===== src/rtl/level_pump_controller.sv =====
// rtl/level_pump_controller.sv - fill pump sequencer with flag debounce, minimum run time and fill watchdog
// Filtered alarms feed the FSM; every output is a flop so the pump drive is glitch-free.
module level_pump_controller #(
  parameter int unsigned      CNT_W           = 32,
  parameter logic [CNT_W-1:0] DEBOUNCE_CYCLES = 32'd1_000_000,
  parameter logic [CNT_W-1:0] MIN_RUN_CYCLES  = 32'd500_000_000,
  parameter logic [CNT_W-1:0] FILL_TIMEOUT    = 32'd3_000_000_000
) (
  input  logic       clk_100MHz,
  input  logic       reset,
  input  logic       enable,
  input  logic       goet,
  input  logic       loet,
  input  logic       fault_clear,
  output logic       pump_on,
  output logic       alarm_high,
  output logic       alarm_low,
  output logic       fault,
  output logic [1:0] state
);

  localparam logic [1:0] S_IDLE  = 2'b00;
  localparam logic [1:0] S_FILL  = 2'b01;
  localparam logic [1:0] S_HOLD  = 2'b10;
  localparam logic [1:0] S_FAULT = 2'b11;

  logic [1:0]       w_raw;
  logic [1:0]       r_filt;
  logic [CNT_W-1:0] r_db_cnt [2];
  logic [CNT_W-1:0] r_run_cnt;
  logic [1:0]       r_state;
  logic [1:0]       w_next;
  logic             r_pump_on;
  logic             r_fault;

  assign w_raw = {goet, loet};

  // Index 1 filters GOET, index 0 filters LOET.
  always_ff @(posedge clk_100MHz or posedge reset) begin
    if (reset) begin
      r_filt <= 2'b00;
      for (int i = 0; i < 2; i++) r_db_cnt[i] <= '0;
    end else begin
      for (int i = 0; i < 2; i++) begin
        if (w_raw[i] == r_filt[i]) begin
          r_db_cnt[i] <= '0;
        end else if (r_db_cnt[i] == DEBOUNCE_CYCLES - 1'b1) begin
          r_filt[i]   <= w_raw[i];
          r_db_cnt[i] <= '0;
        end else begin
          r_db_cnt[i] <= r_db_cnt[i] + 1'b1;
        end
      end
    end
  end

  always_comb begin
    w_next = r_state;
    if (r_filt[1] && r_filt[0]) begin
      w_next = S_FAULT;
    end else if (r_state != S_FAULT && !enable) begin
      w_next = S_IDLE;
    end else begin
      case (r_state)
        S_IDLE:  if (r_filt[0]) w_next = S_FILL;
        // Reaching the level takes precedence over a coincident timeout.
        S_FILL: begin
          if (r_filt[1] && r_run_cnt >= MIN_RUN_CYCLES) w_next = S_HOLD;
          else if (r_run_cnt == FILL_TIMEOUT - 1'b1)     w_next = S_FAULT;
        end
        S_HOLD:  if (r_filt[0]) w_next = S_FILL;
        default: if (fault_clear) w_next = S_IDLE;
      endcase
    end
  end

  always_ff @(posedge clk_100MHz or posedge reset) begin
    if (reset) begin
      r_state   <= S_IDLE;
      r_run_cnt <= '0;
      r_pump_on <= 1'b0;
      r_fault   <= 1'b0;
    end else begin
      r_state   <= w_next;
      r_pump_on <= (w_next == S_FILL);
      r_fault   <= (w_next == S_FAULT);
      if (r_state != S_FILL && w_next == S_FILL) begin
        r_run_cnt <= '0;
      end else if (r_state == S_FILL && r_run_cnt != FILL_TIMEOUT) begin
        r_run_cnt <= r_run_cnt + 1'b1;
      end
    end
  end

  assign pump_on    = r_pump_on;
  assign fault      = r_fault;
  assign alarm_high = r_filt[1];
  assign alarm_low  = r_filt[0];
  assign state      = r_state;

endmodule

===== config.mk =====
export PLATFORM = sky130hd
export DESIGN_NAME = level_pump_controller
export DESIGN_NICKNAME = d
export VERILOG_FILES = /design/src/rtl/level_pump_controller.sv
export SDC_FILE = /design/constraint.sdc
export NUM_CORES = 1
export LEC_CHECK = 0
export CAP_MARGIN = 25
export CORE_ASPECT_RATIO = 1.25
export CORE_MARGIN = 2
export CORE_UTILIZATION = 30
export CTS_BUF_LIST = sky130_fd_sc_hd__clkbuf_2 sky130_fd_sc_hd__clkbuf_4 sky130_fd_sc_hd__clkbuf_8
export DETAILED_ROUTE_END_ITERATION = 12
export SETUP_SLACK_MARGIN = 0.5
export SKIP_CTS_REPAIR_TIMING = 1
export SLEW_MARGIN = 20
export SYNTH_ARGS = -nofsm -noshare
export SYNTH_HDL_FRONTEND = slang
export SYNTH_SLANG_ARGS = --single-unit

===== constraint.sdc =====
create_clock -name clk_100MHz -period 6.39 [get_ports clk_100MHz]
set_input_delay 1.278 -clock clk_100MHz [delete_from_list [all_inputs] [get_ports clk_100MHz]]
set_output_delay 1.278 -clock clk_100MHz [all_outputs]
set_load 0.005 [all_outputs]

==> impl_results.md <==
- Worst Setup End Kind: output port
- Via-to-Cell Ratio: 5.11
- Ys Warns: 0
- Share of cells above drive strength 1: 0.0698
- Fill cells: 1813
- PortBufs: 11
- First-pass GRT wire length: 19300 µm
- FP Rows: 54
- Crit path required time: 5.11 ns
- Routed wire length: 11200 µm
- Initial core utilization: 0.305
- Final Cycle Share: 0.440
- Slew headroom: 0.461
- CTS tree: done
- R2r startpoint: r_db_cnt[20]
- Core area: 0.0174 mm²
- Routed WL per cell: 14.0 µm
- Area growth from synthesis to layout: 10.2%
- Slowest-stage cell, CP: clkdlybuf4s50_1
- Worst slew pin tran: 0.804 ns
- Worst-path cell chain: clkdlybuf4s50_1
- Synth area leader: dfrtp_1
- Pwr dens: 201 mW/mm²
- Chip width: 123 µm
- Root buf cell: clkbuf_8
- Later-pin clock latency in the skew report: 0.38 ns
- Clock buffer depth: 2
- FFs w/ async S/R, synth: 1.00
- Worst-path clk slew: 0.09 ns
- CP max FO: 9
- Io pins: 12
- Via count: 4075
- Worst R2R End: r_db_cnt[16]
- Max Slew Vio Count: 0
- Synth Instances: 561
- Reg-to-reg slack, setup: 4.06 ns
- Mapped Area: 0.00529 mm²
- Family with the most delay on the worst path: buffers and inverters
- Final hold viol count: 0
- Total Negative Setup Slacks: 0 ns
- Final setup viols: 0
- Pre-antenna DRT Iters: 4
- Initial antenna violation count: 0
- Max Clock Skew: 0.0141 ns
- Syn_area_per_cell: 9.43 µm²
- # DRC: 0
- Largest stage delay, worst path: 0.62 ns
- Gpl congestion: 0.821
- End of the critical path: state[0]
- Dpl hpwl: 7600 µm
- Largest cells by area after synthesis: dfrtp_1 (48%), xor2_1 (9.1%), nor2_1 (7.2%)
- Vias in the first global route: 4077
- Buffers and inverters on the worst path: 1
- Net count, final: 578
- Pin count of the biggest net entering global routing: 60
- Maximum VDD drop: 0.000135 V
- Die area: 0.0187 mm²
- Max_cap viols: 0
- Top post-synthesis cells by count: dfrtp_1 (102), nor2_1 (102), xor2_1 (55), nand2_1 (42), nand3_1 (38)
- Critical Path Start: state[0]
- Setup WS post-layout: 3.58 ns
- Tmin final: 2.81 ns
- CTS Buf Count: 9
- WS Path Type: flop to output port
- RSZ-0062 raised after global routing: false
- Sink Count: 102
- # diodes: 0
- Ys flop type: dfrtp_1
- Hold crit path type: flop to flop
- Critical Path AT: 1.53 ns
- Die H: 152 µm
- Util after Layout: 0.336
- Startpoint types: flop
- WP depth: 1
- Initial DRC count: 247
- Synth unique cells: 48
- Worst r2r path cells: 5
- Status: completed
- EDFF count, synth: 0
- WHS: 0.477 ns
- # H-tree levels: 3
- ANT nets after route: 0
- Post-Place Worst Slack: 3.25 ns
- GRT Total Usage: 0.126
- Maximum clock frequency: 356 MHz
- Top cell type's share of synthesized area: 0.482
- Leakage: 0.00246 µW
- Syn Nets: 571
- GRT Residual Overflow: 0
- Seq/Total Area, Yosys: 0.482
- Synth Register Bits: 102
- Hold_sp: r_db_cnt[32]
==> routing by layer <==
layer	part of all wire	global-route usage
met5	0	0
met2	0.50	0.208
met4	0.017	0.0504
met3	0.029	0.0266
met1	0.46	0.160
==> how the worst min path moves through the flow <==
stage | to | slack (ns) | cells past startpoint
finish | r_db_cnt[32] | 0.48 | 1
global route | r_db_cnt[32] | 0.52 | 1
CTS | r_db_cnt[32] | 0.48 | 1
detailed placement | r_db_cnt[32] | 0.47 | 1
global placement | r_db_cnt[32] | 0.46 | 1
floorplan | r_db_cnt[32] | 0.45 | 1
==> layout make-up <==
| cell class | instances | area (µm²) | area share |
|---|---|---|---|
| inverters | 13 | 51.3 | 0.00880 |
| repair buffers | 16 | 148 | 0.0253 |
| clock inverters | 7 | 72.6 | 0.0124 |
| well taps | 224 | 280 | 0.0481 |
| multi-input cells | 426 | 2600 | 0.446 |
| flip-flops and latches | 102 | 2550 | 0.438 |
| clock buffers | 9 | 124 | 0.0212 |
==> state kept, by name (all words and copies together), names as in the netlist <==
signal / flops
r_db_cnt: 64
r_filt: 2
fault: 1
pump_on: 1
state: 2
r_run_cnt: 32
==> cell families after synthesis <==
kind of cell | after synthesis | synth area share
DFF | 102 | 0.482
buffers and inverters | 33 | 0.0286
adders and majority gates | 4 | 0.00946
AOI/OAI and AO/OA | 33 | 0.0407
xor gates and xnor gates | 80 | 0.132
and+or+nand+nor | 304 | 0.297
muxes | 5 | 0.00993
==> power breakdown <==
group | switching, µW | leakage [µW] | internal (µW) | total [µW]
clock network | 235 | 0.000101 | 183 | 419
logic | 44.2 | 0.00104 | 24.7 | 68.9
registers | 24.8 | 0.00132 | 661 | 686
==> through the flow <==
| step | power [µW] | cells | instance area, µm² |
|---|---|---|---|
| after global routing | 1230 | 797 | 5830 |
| after floorplan | 747 | 561 | 5290 |
| final | 1170 | 797 | 5830 |
| after CTS | 1190 | 797 | 5830 |
| after detailed placement | 769 | 781 | 5630 |
| after global placement | 765 | 781 | 5620 |
==> cells in the final DEF (no fill, tap or decap), types with 8 or more instances in the layout <==
cell type	count
nor2_1	102
nand3_1	38
xnor2_1	25
clkbuf_8	9
xor2_1	55
nor3_1	11
nand2_1	42
inv_1	12
clkdlybuf4s50_1	11
nor4_1	15
dfrtp_1	102
and4_1	8
and3_1	16
a21oi_1	10
nand4_1	32
(Power assumes the default switching activity.)
